==> config.mk <==
export PLATFORM = sky130hd
export DESIGN_NAME = tx_rate_monitor
export DESIGN_NICKNAME = d
export VERILOG_FILES = /design/src/rtl/tx_rate_monitor.sv
export SDC_FILE = /design/constraint.sdc
export NUM_CORES = 1
export LEC_CHECK = 0
export ABC_AREA = 1
export BUFFER_PORTS_ARGS = -buffer_cell sky130_fd_sc_hd__buf_2
export CAP_MARGIN = 0
export CORE_UTILIZATION = 33
export DETAILED_ROUTE_END_ITERATION = 7
export GPL_TIMING_DRIVEN = 0
export PLACE_DENSITY = 0.51
export SLEW_MARGIN = 20
export SYNTH_ARGS = -nofsm -noshare
export SYNTH_HDL_FRONTEND = slang
export SYNTH_SLANG_ARGS = --single-unit
==> constraint.sdc <==
create_clock -name clk -period 4.3 [get_ports clk]
set_input_delay 0.215 -clock clk [delete_from_list [all_inputs] [get_ports clk]]
set_output_delay 0.215 -clock clk [all_outputs]
set_load 0.005 [all_outputs]
==> src/rtl/tx_rate_monitor.sv <==
// Converts the free-running TX packet count into per-interval packet rates,
// tracks the peak rate and holds each sample in a 1-deep valid/ready register.
module tx_rate_monitor #(
  parameter int          CNT_W           = 32,
  parameter logic [31:0] INTERVAL_CYCLES = 32'd250000,
  parameter int          IDX_W           = 16
) (
  input  logic             clk,
  input  logic             rst,
  input  logic [CNT_W-1:0] tx_count,
  input  logic             enable,
  input  logic             clear,
  output logic             rate_valid,
  input  logic             rate_ready,
  output logic [CNT_W-1:0] rate_pkts,
  output logic [IDX_W-1:0] rate_idx,
  output logic [CNT_W-1:0] rate_max,
  output logic             overrun
);

  localparam logic [31:0] TERM = INTERVAL_CYCLES - 32'd1;

  typedef enum logic {IDLE, RUN} state_t;

  state_t           state, state_nx;
  logic [31:0]      timer;
  logic [CNT_W-1:0] baseline;
  logic [IDX_W-1:0] idx;
  logic [CNT_W-1:0] delta;
  logic             terminal;
  logic             accept;

  // Unsigned subtraction absorbs a single wrap of the upstream counter.
  assign delta    = tx_count - baseline;
  assign terminal = (state == RUN) && enable && (timer == TERM);
  assign accept   = rate_valid && rate_ready;

  always_ff @(posedge clk or negedge rst) begin
    if (!rst) state <= IDLE;
    else      state <= state_nx;
  end

  always_comb begin
    state_nx = state;
    if (!clear) begin
      case (state)
        IDLE:    if (enable)  state_nx = RUN;
        RUN:     if (!enable) state_nx = IDLE;
        default: state_nx = IDLE;
      endcase
    end
  end

  always_ff @(posedge clk or negedge rst) begin
    if (!rst) begin
      timer      <= '0;
      baseline   <= '0;
      idx        <= '0;
      rate_valid <= 1'b0;
      rate_pkts  <= '0;
      rate_idx   <= '0;
      rate_max   <= '0;
      overrun    <= 1'b0;
    end else if (clear) begin
      timer      <= '0;
      baseline   <= tx_count;
      idx        <= '0;
      rate_valid <= 1'b0;
      rate_max   <= '0;
      overrun    <= 1'b0;
    end else begin
      if (accept) rate_valid <= 1'b0;
      if (state == IDLE) begin
        timer <= '0;
        if (enable) baseline <= tx_count;
      end else if (!enable) begin
        // Partial interval is discarded.
        timer <= '0;
      end else if (terminal) begin
        timer    <= '0;
        baseline <= tx_count;
        idx      <= idx + 1'b1;
        if (delta > rate_max) rate_max <= delta;
        // Load when empty or when the held sample leaves this same cycle.
        if (!rate_valid || accept) begin
          rate_valid <= 1'b1;
          rate_pkts  <= delta;
          rate_idx   <= idx;
        end else begin
          overrun <= 1'b1;
        end
      end else begin
        timer <= timer + 32'd1;
      end
    end
  end

endmodule

Word-level counts from Yosys, hierarchy flattened. Cells that the tools add are included.

Register bits after elaboration: 163. Input port bits: 37. Word-level logic and storage cells: 61. Output and inout port bits: 82.

Bitwise gates (word level): 1. Eq/ne operators: 3. Muxes and demuxes: 30. Reductions and logical operators: 14. Add/sub/neg operators: 3. $lt $le $gt $ge: 1.

Operators with widths (count): $mux 32 (14); $mux 16 (4); $add 32x1->32 const B (1); $eq 32x18->1 const B (1); $gt 32x32->1 (1); $sub 32x32->32 (1); $add 16x1->16 const B (1); $mux 1 (12); $reduce_and 4->1 (2); $reduce_bool 2->1 (4); $reduce_and 5->1 (1); $logic_and 1x1->1 (3); $ne 3x2->1 const B (1); $reduce_and 3->1 (1); $ne 2x2->1 const B (1); $reduce_and 2->1 (1); $logic_not 1->1 (1); $logic_or 1x1->1 (1); $not 1->1 (1).

Logic depth before layout (Yosys ltp). Gate-level depths: netlist (run 1).

Word-level depth: 7. Depth in mapped cells: 26. Mapped depth without buffers: 25.

Worst setup path after synthesis (run 1). OpenSTA, ideal clock, no wires.

Path type: register -> register. Start: reg baseline[0]. End: reg rate_max[14]. Buffers on the path: 1. Required time: 4.234 ns. Slack: 1.358 ns. Data arrival time: 2.876 ns. Period minus slack after synthesis: 2.942 ns. Stages on the path, launching flop included: 23. Library setup time: 0.066 ns. Cell sequence: dfrtp_1 -> ha_1 -> fa_1 -> inv_1 -> nand2_1 -> nand3_1 -> nand2_1 -> nand2_1 -> nand2_1 -> nand3_1 -> nand2_1 -> ha_1 -> nand2_1 -> nor2_1 -> nand2_1 -> nor3_1 -> nand3_1 -> nand2_4 -> inv_2 -> nand2_1 -> buf_2 -> nand3_1 -> nand2_1.

Elaborated cells between the ends (all ways): 9. Those cells by class: add/sub (1); order compare (1); mux (5); reduce/logical (2).

RTL lines: from (decl) (line 27) `logic [CNT_W-1:0] baseline;`; from (signal assigned) (line 66) `baseline <= tx_count;`; from (signal assigned) (line 75) `if (enable) baseline <= tx_count;`; from (signal assigned) (line 81) `baseline <= tx_count;`; $sub 32x32->32 (line 34) `assign delta = tx_count - baseline;`; named net delta[30] (line 29) `logic [CNT_W-1:0] delta;`; $gt 32x32->1 (line 83) `if (delta > rate_max) rate_max <= delta;`; $reduce_bool 2->1 (no source line); $reduce_and 4->1 (no source line); to (signal assigned) (line 83); to (decl) (line 17) `output logic [CNT_W-1:0] rate_max,`.

The timed path passes the listed nets, and every way through them passes these cells. The select of a mux whose other input is x is not followed. A chain may end at the register's enable or synchronous reset.

Final worst setup path (run 1).
Start: in tx_count[2]. End: reg rate_max[11].

Elaborated cells between the ends (all ways): 9. Those cells by class: add/sub (1); order compare (1); mux (5); reduce/logical (2).

RTL lines: from (decl) (line 10) `input logic [CNT_W-1:0] tx_count,`; $sub 32x32->32 (line 34); named net delta[31] (line 29); $gt 32x32->1 (line 83); $reduce_bool 2->1 (no source line); $reduce_and 4->1 (no source line).

The timed path passes the listed nets, and every way through them passes these cells. The select of a mux whose other input is x is not followed.

==> flow_metrics.env, run 1 <==
export IMPL_reg2reg_depth=22
export IMPL_timing_worst_setup_path_type="in -> reg"
export IMPL_viasPerCell=4.74
export IMPL_cts_buffer_depth=2
export IMPL_worst_setup_hold_path_clk_slew_ns=0.07
export IMPL_cts_tree="yes"
export IMPL_synth_area_per_cell_sq_um=6.89
export IMPL_worstSkewPairLatency_ns=0.44
export IMPL_ys_seq_area_share_pct=38.1
export IMPL_worst_hold_startpoint="tx_count[3]"
export IMPL_final_setup_viol_count=0
export IMPL_crit_top_cell="sky130_fd_sc_hd__nand2_1"
export IMPL_grt_ovfl_total=0
export IMPL_timing_max_cap_violations=0
export IMPL_register_bit_count_reported_by_yosys=163
export IMPL_number_of_enable_flip_flop_cells_after_synthesis=0
export IMPL_cts_resized=0
export IMPL_crit_fanout=10
export IMPL_route_detailed_wl_per_inst_um=14.6
export IMPL_rows=65
export IMPL_cp_data_arrival_time_ns=4.21
export IMPL_ctsHtreeMaxLevel=4
export IMPL_timing_final_crit_share_pct=89.1
export IMPL_hpwlAfterDp_mm=24.5
export IMPL_cts_made_buffers=17
export IMPL_num_io_pins=119
export IMPL_grt_setup_unrepaired="no"
export IMPL_gp_congestion=0.879
export IMPL_layout_drive_gt1_share_pct=11.2
export IMPL_antenna_left=0
export IMPL_power_leakage_nw=6.83
export IMPL_synthDominantAreaCellType="sky130_fd_sc_hd__dfrtp_1"
export IMPL_synthesis_area_sq_um=10700
export IMPL_port_buffer_count=118
export IMPL_worst_path_max_delay_cell="sky130_fd_sc_hd__dlygate4sd3_1"
export IMPL_synthToLayoutAreaGrowth_pct=16.7
export IMPL_number_of_synthesis_warnings=0
export IMPL_power_density_cells_nw_per_um2=383
export IMPL_yosys_cell_types_count=38
export IMPL_outcome="finished clean"
export IMPL_timing_worst_slew_pin_value_ns=0.768
export IMPL_pin_count_of_the_biggest_net_entering_global_routing=87
export IMPL_rr_startpoint="baseline[0]"
export IMPL_synth_area_leaders="sky130_fd_sc_hd__dfrtp_1 (38%), sky130_fd_sc_hd__nand2_1 (19%), sky130_fd_sc_hd__inv_1 (8.4%)"
export IMPL_cts_sinks=163
export IMPL_async_reset_ff_share_pct=100
export IMPL_setup_worst_path_start="tx_count[2]"
export IMPL_dr_pass1_iters=5
export IMPL_max_stage_delay_ns=0.55
export IMPL_num_vias=10013
export IMPL_first_iter_violations=588
export IMPL_startpoint_type="input port"
export IMPL_wirelength_mm=30.8
export IMPL_postSynthNetCount=1656
export IMPL_worst_path_stages=27
export IMPL_worst_hold_path_type="in -> reg"
export IMPL_grt_first_pass_wirelength_mm=50.6
export IMPL_crit_required_ns=4.68
export IMPL_design_final_nets=1799
export IMPL_global_route_usage_total_pct=19.4
export IMPL_slew_headroom_pct=48.8
export IMPL_syn_inst=1553
export IMPL_critical_path_sink_type="flip-flop"
export IMPL_post_synth_top_area_fraction_pct=38.1
export IMPL_critPathTopFamily="simple AND/OR/NAND/NOR gates"
export IMPL_yosys_cell_count_top_type="sky130_fd_sc_hd__nand2_1"
export IMPL_whs_path_depth=3
export IMPL_antenna_violations_before_repair=4
export IMPL_report_power_total_mw=4.78
export IMPL_core_region_area_sq_um=31700
export IMPL_timing_hold_violations_final=0
export IMPL_die_w_um=182
export IMPL_holdWs_ns=0.0207
export IMPL_synth_ff_type="sky130_fd_sc_hd__dfrtp_1"
export IMPL_fin_tns_setup_ns=0
export IMPL_finalCriticalPeriod_ns=3.83
export IMPL_final_skew_ns=0.0117
export IMPL_initial_core_util_pct=33.8
export IMPL_maxSlewViolCount=0
export IMPL_drc_markers=0
export IMPL_yosys_top_cells_count="sky130_fd_sc_hd__nand2_1 (554), sky130_fd_sc_hd__inv_1 (240), sky130_fd_sc_hd__dfrtp_1 (163), sky130_fd_sc_hd__nand3_1 (120), sky130_fd_sc_hd__nor2_1 (115)"
export IMPL_first_global_vias=9367
export IMPL_ir_worst_vdd_mv=0.277
export IMPL_path_buf_inv=5
export IMPL_design_die_area_sq_um=33200
export IMPL_floorplan_die_height_um=182
export IMPL_clock_fmax_mhz=261
export IMPL_cts_root_buf="sky130_fd_sc_hd__clkbuf_16"
-- stage by stage --
step	setup WS (ns)	util, %	instances	area, sq um
3_3_place_gp	0.229	37.2	2073	11800
6_report	0.469	39.4	2112	12500
2_1_floorplan	1.36	-	1553	10700
3_5_place_dp	0.522	37.3	2074	11800
5_1_grt	0.0882	39.4	2110	12500
4_1_cts	0.460	39.4	2110	12500
-- cells by family (layout without fill, tap and decap cells) --
logic type,count (synthesis),in the layout,synth area share [%]
DFF,163,163,38.1
buffers and inverters,284,439,10.4
and+or+nand+nor,884,884,34.7
xor gates and xnor gates,41,41,3.35
adders and majority gates,66,66,7.78
AOI/OAI and AO/OA,115,115,5.68
other,0,2,0
-- report_power, final --
group	internal [mW]	switching (mW)	total [mW]
combinational	0.508	0.926	1.43
sequential	1.63	0.0934	1.73
clock	0.922	0.699	1.62
-- path summary, 6_finish.rpt --
check                           endpoint  slack [ns]
hold / removal               baseline[3]        0.02
setup reg to reg            rate_max[11]        0.54
min in group asynchronous       timer[4]        0.36
setup / recovery            rate_max[11]        0.47
max in group asynchronous  rate_pkts[22]        3.07
hold reg to reg            rate_pkts[28]        0.47
-- worst min-delay path, delay by kind of cell --
| kind | cells | cell delay (ns) |
|---|---|---|
| buffers and inverters | 1 | 0.09 |
| AO/OA/AOI/OAI | 1 | 0.06 |
| AND/OR/NAND/NOR | 1 | 0.05 |
-- placed cells by master (no fill, tap or decap), types with 32 or more instances in the layout --
cell / instances
sky130_fd_sc_hd__nand2_1: 554
sky130_fd_sc_hd__inv_1: 240
sky130_fd_sc_hd__dfrtp_1: 163
sky130_fd_sc_hd__buf_2: 129
sky130_fd_sc_hd__nand3_1: 120
sky130_fd_sc_hd__nor2_1: 115
sky130_fd_sc_hd__ha_1: 65
sky130_fd_sc_hd__o21ai_0: 49
sky130_fd_sc_hd__a21oi_1: 36
sky130_fd_sc_hd__xor2_1: 32
-- sequential cells by signal (all words and copies together), names as in the netlist, 16 cells and up --
register   cells
baseline      32
rate_max      32
rate_pkts     32
timer         32
idx           16
rate_idx      16
-- routing by layer --
metal  vias up  track usage [%]  wire [um]  part of all wire, %
met5         -                0         27                0.088
met4         4             4.87        397                  1.3
met3        24             3.49       1410                  4.6
met2       203             30.1      13400                   44
met1      4639             27.7      15600                   51
li1       5143                -          -                    -
-- timing repair --
item,CTS,global route
hold buffers,5,0
setup buffers,0,0
endpoints found under the hold margin,89,0
-- area by class of cell --
cell class / instances / area [sq um]
clock buffers: 18 / 429
inverters: 247 / 927
clock inverters: 13 / 174
repair buffers: 124 / 678
flip-flops and latches: 163 / 4080
well taps: 402 / 503
multi-input cells: 1106 / 5510
diodes: 2 / 5.00
fillers: 3452 / 19200
plain buffers: 37 / 188
Power figures use the tool's default switching activity.
==> inputs of run 2 (changes only) <==
--- a/config.mk
+++ b/config.mk
@@ -12,6 +12,7 @@
 export DETAILED_ROUTE_END_ITERATION = 7
 export GPL_TIMING_DRIVEN = 0
 export PLACE_DENSITY = 0.51
+export REMOVE_ABC_BUFFERS = 1
 export SLEW_MARGIN = 20
 export SYNTH_ARGS = -nofsm -noshare
 export SYNTH_HDL_FRONTEND = slang
==> run 2 against run 1 <==
Critical path type unchanged. Routed wire length fell by 6.6%. Clock skew rose by 0.0020 ns. Critical endpoint is now rate_max[7]. Highest routed layer is now met4. Via count fell by 2.9%.
==> flow_metrics.env, run 2 (synthesized netlist as in run 1, its figures left out) <==
export IMPL_route_detailed_wl_per_inst_um=13.9
export IMPL_maxSlewViolCount=0
export IMPL_ctsHtreeMaxLevel=4
export IMPL_worst_path_max_delay_cell="sky130_fd_sc_hd__dlygate4sd3_1"
export IMPL_core_region_area_sq_um=31700
export IMPL_die_w_um=182
export IMPL_outcome="finished clean"
export IMPL_layout_drive_gt1_share_pct=10.6
export IMPL_max_stage_delay_ns=0.55
export IMPL_timing_final_crit_share_pct=88.6
export IMPL_drc_markers=0
export IMPL_antenna_left=0
export IMPL_rows=65
export IMPL_fin_tns_setup_ns=0
export IMPL_clock_fmax_mhz=263
export IMPL_floorplan_die_height_um=182
export IMPL_power_density_cells_nw_per_um2=378
export IMPL_ir_worst_vdd_mv=0.301
export IMPL_startpoint_type="input port"
export IMPL_power_leakage_nw=6.74
export IMPL_critical_path_sink_type="flip-flop"
export IMPL_timing_worst_setup_path_type="in -> reg"
export IMPL_cts_sinks=163
export IMPL_timing_hold_violations_final=0
export IMPL_cts_tree="yes"
export IMPL_num_vias=9723
export IMPL_crit_top_cell="sky130_fd_sc_hd__nand2_1"
export IMPL_timing_worst_slew_pin_value_ns=0.810
export IMPL_cts_root_buf="sky130_fd_sc_hd__clkbuf_16"
export IMPL_viasPerCell=4.68
export IMPL_synthToLayoutAreaGrowth_pct=15.3
export IMPL_pin_count_of_the_biggest_net_entering_global_routing=86
export IMPL_setup_ws_ns=0.491
export IMPL_hpwlAfterDp_mm=21.6
export IMPL_cts_buffer_depth=2
export IMPL_finish_instance_area_sq_um=12300
export IMPL_global_route_usage_total_pct=18.1
export IMPL_crit_fanout=32
export IMPL_final_skew_ns=0.0137
export IMPL_port_buffer_count=118
export IMPL_worst_hold_path_type="in -> reg"
export IMPL_design_die_area_sq_um=33200
export IMPL_postCtsSetupRepairBufs=0
export IMPL_crit_required_ns=4.68
export IMPL_num_io_pins=119
export IMPL_first_global_vias=9235
export IMPL_num_antenna_cells=0
export IMPL_critPathTopFamily="simple AND/OR/NAND/NOR gates"
export IMPL_wirelength_mm=28.8
export IMPL_preCtsSetupSlack_ns=0.374
export IMPL_gp_congestion=0.860
export IMPL_timing_max_cap_violations=0
export IMPL_initial_core_util_pct=33.8
export IMPL_grt_first_pass_wirelength_mm=47.7
export IMPL_most_common_layout_cells="sky130_fd_sc_hd__nand2_1 (553), sky130_fd_sc_hd__inv_1 (240), sky130_fd_sc_hd__dfrtp_1 (163), sky130_fd_sc_hd__nand3_1 (120), sky130_fd_sc_hd__buf_2 (117)"
export IMPL_cts_made_buffers=17
export IMPL_finalCriticalPeriod_ns=3.81
export IMPL_design_final_nets=1765
export IMPL_worstSkewPairLatency_ns=0.45
export IMPL_layout_cells_most_common="sky130_fd_sc_hd__nand2_1"
export IMPL_dr_pass1_iters=7
export IMPL_cp_data_arrival_time_ns=4.19
export IMPL_path_buf_inv=3
export IMPL_worst_setup_hold_path_clk_slew_ns=0.07
export IMPL_place_area_sq_um=11700
export IMPL_slew_headroom_pct=46.0
export IMPL_final_setup_viol_count=0
export IMPL_first_iter_violations=686
export IMPL_report_power_total_mw=4.66
export IMPL_antenna_violations_before_repair=1
export IMPL_grt_setup_unrepaired="no"
export IMPL_grt_ovfl_total=0
## run 2: stage by stage
step                      hold WS (ns)  util [%]  std cells
final                           0.0179      38.9       2077
after global routing           0.00726      38.9       2077
after CTS                     0.000514      38.8       2076
after detailed placement         0.281      36.8       2037
after global placement           0.443      36.6       2036
after floorplan                -0.0806         -       1516
## run 2: where the power goes
| group | internal [mW] | switching [mW] | total, mW |
|---|---|---|---|
| registers | 1.63 | 0.0861 | 1.72 |
| clock network | 0.836 | 0.706 | 1.54 |
| logic | 0.486 | 0.915 | 1.40 |
## run 2: what timing repair did
item / in CTS / in global routing
hold endpoints to repair: 90 / 0
hold buffers: 7 / 0
gates resized for setup: 0 / 2
endpoints found under the setup margin: 0 / 6
## run 2: cell type report
class	count	area, sq um
Inverter	247	930
Tap cell	402	503
Clock inverter	13	125
Timing Repair Buffer	126	698
Clock buffer	19	453
Sequential cell	163	4080
Fill cell	3430	19400
Multi-Input combinational cell	1107	5550
## run 2: path summary, 6_finish.rpt
kind	startpoint	end	slack, ns	cells after the start
max	tx_count[2]	rate_max[7]	0.49	25
min	tx_count[27]	baseline[27]	0.02	3
max reg2reg	baseline[13]	rate_max[7]	0.51	19
min reg2reg	rate_pkts[23]	rate_pkts[23]	0.48	2
max in group asynchronous	rst	rate_max[28]	3.07	3
min in group asynchronous	rst	timer[18]	0.37	2
## run 2: metal layers
| metal | up-vias | routed length [um] | global-route usage (%) |
|---|---|---|---|
| met5 | - | 0 | 0 |
| met4 | 0 | 323 | 4.50 |
| met3 | 18 | 1090 | 3.23 |
| met2 | 171 | 12400 | 27.7 |
| met1 | 4471 | 15000 | 26.2 |
| li1 | 5063 | - | - |
## run 2: worst register-to-register path: stages, from the launching register on
cell and delay [ns]:
sky130_fd_sc_hd__dfrtp_1 0.34, sky130_fd_sc_hd__inv_1 0.04, sky130_fd_sc_hd__ha_1 0.38, sky130_fd_sc_hd__nand2_1 0.12, sky130_fd_sc_hd__nor2_1 0.25, sky130_fd_sc_hd__and2_1 0.24, sky130_fd_sc_hd__nand4_1 0.15, sky130_fd_sc_hd__nand3_1 0.13
sky130_fd_sc_hd__nand2_1 0.05, sky130_fd_sc_hd__nand2_1 0.14, sky130_fd_sc_hd__ha_1 0.27, sky130_fd_sc_hd__a21oi_1 0.16, sky130_fd_sc_hd__nand2_1 0.07, sky130_fd_sc_hd__nand2_1 0.05, sky130_fd_sc_hd__nand2_1 0.05, sky130_fd_sc_hd__a21oi_1 0.50
sky130_fd_sc_hd__nand2_1 0.20, sky130_fd_sc_hd__nand2_4 0.34, sky130_fd_sc_hd__nand3_1 0.14, sky130_fd_sc_hd__nand2_1 0.11
